File: src/rtl/regfile_scoreboard_if.sv
// Register-file / scoreboard bus: read ports, decode issue handshake and writeback.
// The master side is the pipeline (decode + writeback), the slave side is the register file.
interface regfile_scoreboard_if #(
    parameter int XLEN  = 32,
    parameter int NREGS = 32
);
    localparam int AW = $clog2(NREGS);

    logic [AW-1:0]   rs1_addr;
    logic [AW-1:0]   rs2_addr;
    logic [XLEN-1:0] rs1_data;
    logic [XLEN-1:0] rs2_data;

    logic            iss_valid;
    logic            iss_wen;
    logic [AW-1:0]   iss_rd;
    logic            iss_stall;
    logic            iss_accept;

    logic            wb_en;
    logic [AW-1:0]   wb_rd;
    logic [XLEN-1:0] wb_data;

    logic [AW:0]     pend_cnt;

    modport master (
        output rs1_addr, rs2_addr, iss_valid, iss_wen, iss_rd, wb_en, wb_rd, wb_data,
        input  rs1_data, rs2_data, iss_stall, iss_accept, pend_cnt
    );

    modport slave (
        input  rs1_addr, rs2_addr, iss_valid, iss_wen, iss_rd, wb_en, wb_rd, wb_data,
        output rs1_data, rs2_data, iss_stall, iss_accept, pend_cnt
    );
endinterface

File: src/rtl/regfile_scoreboard.sv
// Integer register file with write-to-read bypass and a per-register write-pending
// scoreboard that stalls decode on RAW/WAW hazards against in-flight writes.
module regfile_scoreboard #(
    parameter int XLEN  = 32,
    parameter int NREGS = 32
) (
    input  logic              clk,
    input  logic              rst_n,
    regfile_scoreboard_if.slave bus
);
    localparam int AW = $clog2(NREGS);

    logic [XLEN-1:0]  regs_q [NREGS];
    logic [NREGS-1:0] pend_q;
    logic [NREGS-1:0] pend_d;
    logic [AW:0]      cnt_q;
    logic [AW:0]      cnt_d;

    logic [NREGS-1:0] eff_pend;
    logic             wb_we;
    logic             iss_set;
    logic             stall;
    logic [XLEN-1:0]  rd1;
    logic [XLEN-1:0]  rd2;

    assign wb_we = bus.wb_en && (bus.wb_rd != '0);

    // A register retiring this cycle no longer blocks issue, so the pending view is
    // masked by the writeback port before it feeds the stall logic.
    for (genvar gi = 0; gi < NREGS; gi++) begin : g_pend
        if (gi == 0) begin : g_zero
            assign eff_pend[gi] = 1'b0;
            assign pend_d[gi]   = 1'b0;
        end else begin : g_reg
            assign eff_pend[gi] = pend_q[gi] & ~(bus.wb_en && (bus.wb_rd == AW'(gi)));
            // Set wins over clear when a new writer issues as the old one retires.
            assign pend_d[gi]   = (iss_set && (bus.iss_rd == AW'(gi)))
                                | (pend_q[gi] & ~(wb_we && (bus.wb_rd == AW'(gi))));
        end
    end

    assign stall = bus.iss_valid
                 & (eff_pend[bus.rs1_addr]
                  | eff_pend[bus.rs2_addr]
                  | (bus.iss_wen & eff_pend[bus.iss_rd]));

    assign iss_set = bus.iss_valid && !stall && bus.iss_wen && (bus.iss_rd != '0);

    // Counter tracks popcount of pend_q; only clears of bits actually set decrement it.
    assign cnt_d = cnt_q + (AW + 1)'(iss_set) - (AW + 1)'(wb_we & pend_q[bus.wb_rd]);

    always_comb begin
        rd1 = '0;
        if (bus.rs1_addr != '0) begin
            rd1 = (bus.wb_en && (bus.wb_rd == bus.rs1_addr)) ? bus.wb_data : regs_q[bus.rs1_addr];
        end
    end

    always_comb begin
        rd2 = '0;
        if (bus.rs2_addr != '0) begin
            rd2 = (bus.wb_en && (bus.wb_rd == bus.rs2_addr)) ? bus.wb_data : regs_q[bus.rs2_addr];
        end
    end

    always_ff @(posedge clk or negedge rst_n) begin
        if (!rst_n) begin
            for (int i = 0; i < NREGS; i++) begin
                regs_q[i] <= '0;
            end
        end else if (wb_we) begin
            regs_q[bus.wb_rd] <= bus.wb_data;
        end
    end

    always_ff @(posedge clk or negedge rst_n) begin
        if (!rst_n) begin
            pend_q <= '0;
            cnt_q  <= '0;
        end else begin
            pend_q <= pend_d;
            cnt_q  <= cnt_d;
        end
    end

    assign bus.rs1_data   = rd1;
    assign bus.rs2_data   = rd2;
    assign bus.iss_stall  = stall;
    assign bus.iss_accept = bus.iss_valid & ~stall;
    assign bus.pend_cnt   = cnt_q;
endmodule

File: src/flat_wrapper.sv
// flat-port wrapper written by rule: the top's interface ports become plain ports
module regfile_scoreboard_flat 
#(
    parameter int XLEN  = 32,
    parameter int NREGS = 32
)
  (clk, rst_n, bus_rs1_addr, bus_rs2_addr, bus_iss_valid, bus_iss_wen, bus_iss_rd, bus_wb_en, bus_wb_rd, bus_wb_data, bus_rs1_data, bus_rs2_data, bus_iss_stall, bus_iss_accept, bus_pend_cnt);
  regfile_scoreboard_if #(.XLEN(XLEN), .NREGS(NREGS)) bus_i ();
  input  logic clk;
  input  logic rst_n;
  input wire logic [$bits(bus_i.rs1_addr)-1:0] bus_rs1_addr;
  input wire logic [$bits(bus_i.rs2_addr)-1:0] bus_rs2_addr;
  input wire logic [$bits(bus_i.iss_valid)-1:0] bus_iss_valid;
  input wire logic [$bits(bus_i.iss_wen)-1:0] bus_iss_wen;
  input wire logic [$bits(bus_i.iss_rd)-1:0] bus_iss_rd;
  input wire logic [$bits(bus_i.wb_en)-1:0] bus_wb_en;
  input wire logic [$bits(bus_i.wb_rd)-1:0] bus_wb_rd;
  input wire logic [$bits(bus_i.wb_data)-1:0] bus_wb_data;
  output wire logic [$bits(bus_i.rs1_data)-1:0] bus_rs1_data;
  output wire logic [$bits(bus_i.rs2_data)-1:0] bus_rs2_data;
  output wire logic [$bits(bus_i.iss_stall)-1:0] bus_iss_stall;
  output wire logic [$bits(bus_i.iss_accept)-1:0] bus_iss_accept;
  output wire logic [$bits(bus_i.pend_cnt)-1:0] bus_pend_cnt;
  assign bus_i.rs1_addr = bus_rs1_addr;
  assign bus_i.rs2_addr = bus_rs2_addr;
  assign bus_i.iss_valid = bus_iss_valid;
  assign bus_i.iss_wen = bus_iss_wen;
  assign bus_i.iss_rd = bus_iss_rd;
  assign bus_i.wb_en = bus_wb_en;
  assign bus_i.wb_rd = bus_wb_rd;
  assign bus_i.wb_data = bus_wb_data;
  assign bus_rs1_data = bus_i.rs1_data;
  assign bus_rs2_data = bus_i.rs2_data;
  assign bus_iss_stall = bus_i.iss_stall;
  assign bus_iss_accept = bus_i.iss_accept;
  assign bus_pend_cnt = bus_i.pend_cnt;
  regfile_scoreboard #(.XLEN(XLEN), .NREGS(NREGS)) u_core (.clk(clk), .rst_n(rst_n), .bus(bus_i));
endmodule
File: config.mk
export PLATFORM = sky130hd
export DESIGN_NAME = regfile_scoreboard_flat
export DESIGN_NICKNAME = d
export VERILOG_FILES = /design/src/rtl/regfile_scoreboard_if.sv /design/src/rtl/regfile_scoreboard.sv /design/src/flat_wrapper.sv
export SDC_FILE = /design/constraint.sdc
export NUM_CORES = 2
export LEC_CHECK = 0
export CAP_MARGIN = 20
export CORE_MARGIN = 2
export CORE_UTILIZATION = 50
export DETAILED_ROUTE_END_ITERATION = 6
export PLACE_DENSITY = 0.69
export SLEW_MARGIN = 15
export SYNTH_ARGS = -nofsm -noshare
export SYNTH_HDL_FRONTEND = slang
export SYNTH_SLANG_ARGS = --single-unit
File: constraint.sdc
create_clock -name clk -period 3 [get_ports clk]
set_input_delay 0.3 -clock clk [delete_from_list [all_inputs] [get_ports clk]]
set_output_delay 0.3 -clock clk [all_outputs]
set_load 0.05 [all_outputs]
==> flow_summary.rst <==
.. list-table::
   :header-rows: 1

   * - Metric
     - Value
   * - Number of buffers on the longest clock path
     - 3
   * - Endpoints failing hold
     - 0
   * - Clock tree sinks
     - 1,061
   * - Share of the synthesized area in compound gates (AO/OA/AOI/OAI)
     - 2.20%
   * - Proportion of synthesized area in mux cells
     - 42.9%
   * - DRC violation count after routing
     - 0
   * - Top-level port count
     - 129
   * - Number of pins exceeding their max-slew limit in the final report
     - 0
   * - Skew-Pair Late Insertion Delay
     - 0.72 ns
   * - Max Freq
     - 0.315 GHz
   * - Layer carrying the most global-route usage
     - met2
   * - # nets final
     - 4,366
   * - Worst min path class
     - input pin to flop
   * - Worst rel slew slack
     - 27.2%
   * - Worst setup slack after layout
     - -0.173 ns
   * - Die H
     - 344 um
   * - Count of port buffers added during placement
     - 128
   * - Inserted Diodes
     - 0
   * - Combined area of all synthesized cells
     - 57,800 um2
   * - Largest family of logic cells by synthesized area
     - multiplexers
   * - Utilization of the core after routing
     - 61.3%
   * - Total power density per cell area
     - 662 nW/um2
   * - Setup repair after global routing missed its margin
     - true
   * - Number of flip-flops and latches in the synthesized netlist
     - 1,061
   * - Iteration count of the initial detailed-routing pass
     - 7
   * - Met3 demand-to-capacity share in global routing
     - 5.86%
   * - Clock Skew
     - 0.0180 ns
   * - Xor-xnor portion of the synthesized cell area
     - 0.258%
   * - Critical Path Slowest Stage Cell
     - mux4_2
   * - Syn avg cell area
     - 14.4 um2
   * - Post-detailed-route wirelength per cell
     - 31.5 um
   * - Async set or reset register ratio after synthesis
     - 100%
   * - EDFF count, synth
     - 0
   * - Inserted Clock Buffers
     - 112
   * - Element type at the critical path start
     - flop
   * - Max-capacitance violation count
     - 0
   * - Most frequently used flop master after synthesis
     - dfrtp_1
   * - Category of the critical setup timing path
     - flop to primary output
   * - Detailed Route WL
     - 186 mm
   * - Layout overhead on the synthesized area
     - 21.4%
   * - Antenna violations before repair
     - 0
   * - Core region area
     - 115,000 um2
   * - Chain of cells forming the critical path
     - o21ai_0, buf_4, mux4_2, nand2_1, nand4_1, o31ai_4, and2_4, buf_6, o21a_1, buf_12
   * - Last weighted congestion value of the routability-driven placer
     - 0.940
   * - Synth warn
     - 0
   * - P_leak
     - 30.6 nW
   * - Total number of vias
     - 39.2k
   * - Starting density of the core
     - 50.5%
   * - GR Layer Usage met2
     - 50.1%
   * - Maximum level of the CTS H-tree
     - 3
   * - Number of unique standard cell types used by synthesis
     - 71
   * - Max IR drop VDD
     - 0.000456 V
   * - Root Driver
     - clkbuf_16
   * - Clock tree from TritonCTS
     - built
   * - GR Layer Usage met1
     - 44.4%
   * - Critical Path Max Stage Delay
     - 0.46 ns
   * - Vias in the first global route
     - 40.1k
   * - Std-Cell Rows
     - 124
   * - Cells after synthesis
     - 4,010
   * - Fraction of the mapped netlist area in simple logic gates
     - 5.36%
   * - Adder-cell area share of the yosys netlist
     - 0.165%
   * - Setup violators final
     - 5
   * - Cell Area, Placed
     - 65,100 um2
   * - Fraction of final layout cells sized beyond drive strength 1
     - 55.4%
   * - Sequential share of the synthesized area
     - 45.9%
   * - Detailed-placement wirelength estimate
     - 109 mm
   * - Tightest Pin Transition
     - 1.09 ns
   * - Violations in the final reports
     - negative setup slack
   * - Initial drt markers
     - 3,911
   * - Final critical-path share of the clock period
     - 106%
   * - Final standard cell area without fillers
     - 70,200 um2
   * - CP arrival
     - 2.87 ns
   * - Maximum fanout along the worst path
     - 3
   * - Die span in x
     - 344 um
   * - Post-synthesis net count
     - 4,074
   * - Outcome
     - finished, violations left
   * - Final Critical Period
     - 3.17 ns
   * - Number of nets with antenna violations after routing
     - 0
   * - Overall die area
     - 118,000 um2
   * - First-pass GRT wire length
     - 274 mm
   * - Kind of capture point of the worst setup path
     - primary output
   * - Post-CTS clock slew at the launch and capture registers of the worst setup and hold paths
     - 0.07 ns
   * - Data required time of the worst path
     - 2.70 ns
   * - Largest net degree at the start of global routing
     - 82
   * - Total negative slack
     - -0.413 ns
   * - Final global-route overflow total
     - 0
   * - Vias per inst
     - 6.65
   * - Total track usage
     - 31.7%
[synthesized netlist by cell type, drive strengths merged, types with 11 or more instances]
cell	count	share of area, %
dfrtp	1061	46
a211oi	66	0.86
mux2i	68	1.2
nand2	532	3.5
mux4	653	25
inv	17	0.11
a21oi	11	0.095
mux2	836	16
o21ai	37	0.33
o2111ai	12	0.19
clkbuf	307	2.0
or4	15	0.19
nand3	27	0.23
nor2	91	0.59
buf	139	1.1
[kinds of logic after synthesis]
kind of cell,after synthesis
simple gates,729
flops,1061
fa+ha+maj,7
compound gates,176
mux,1557
xor+xnor,17
buf+inv,463
[per-layer routing]
layer	routed length [um]	share of wire (%)
met4	7240	3.9
met3	16000	8.6
met1	73700	40
met5	0	0
met2	88700	48
[registers in the layout, summed over array words and instances, names as in the netlist]
name,flops
u_core.pend_q,31
u_core.bus.pend_cnt,6
u_core.regs_q,1024
[layout make-up]
cell class | count | area, um2
fillers | 8513 | 44300
multi-input cells | 2486 | 30700
flip-flops and latches | 1061 | 26600
repair buffers | 624 | 7090
clock buffers | 151 | 3210
well taps | 1512 | 1890
clock inverters | 52 | 684
inverters | 17 | 68.8
[critical path: cells and delay by family (launching register included)]
family | cells | cell delay [ns]
muxes | 1 | 0.46
AOI/OAI and AO/OA | 3 | 0.44
and+or+nand+nor | 3 | 0.44
DFF | 1 | 0.42
buffers and inverters | 3 | 0.41
[what timing repair did]
action | CTS | global route
pin swaps | 30 | 30
resized for setup | 99 | 55
hold endpoints to repair | 33 | 0
cloned | 4 | 7
setup buffers | 10 | 31
hold buffers | 1 | 0
setup endpoints to repair | 51 | 56
[stage by stage]
step	setup slack (ns)	std cells	hold slack, ns	power [mW]
after floorplan	-0.433	4010	0.00441	26.8
after global placement	-1.22	5649	0.376	30.9
after detailed placement	-1.13	5649	0.383	31.3
after CTS	-0.156	5867	0.0713	46.3
after global routing	-0.219	5903	0.0494	48.2
final	-0.173	5903	0.0590	46.5
[path summary, 6_finish.rpt]
check	cells after the start	from	slack, ns	to
max	10	u_core.pend_q[10]	-0.17	bus_iss_stall
min	4	bus_wb_rd[0]	0.06	u_core.pend_q[1]
max reg2reg	14	u_core.pend_q[24]	-0.07	u_core.bus.pend_cnt[4]
min reg2reg	0	u_core.regs_q[1015]	0.39	u_core.regs_q[1015]
max in group asynchronous	3	rst_n	1.73	u_core.pend_q[14]
min in group asynchronous	2	rst_n	0.24	u_core.bus.pend_cnt[2]
[placed cells by master, fill, tap and decap left out, types with 46 or more instances in the layout]
cell             instances
dfrtp_1               1056
buf_12                 137
mux2i_1                 50
mux4_2                 653
mux2_2                 834
clkbuf_16              122
buf_4                  374
clkdlybuf4s50_1         46
nand2_1                509
nor2_1                  76
[power by group]
group | leakage (nW) | switching, mW | internal [mW]
logic | 15.1 | 5.31 | 7.36
registers | 13.6 | 2.00 | 17.0
clock network | 1.92 | 6.02 | 8.76
No activity file was read; power rests on OpenSTA's default activity.
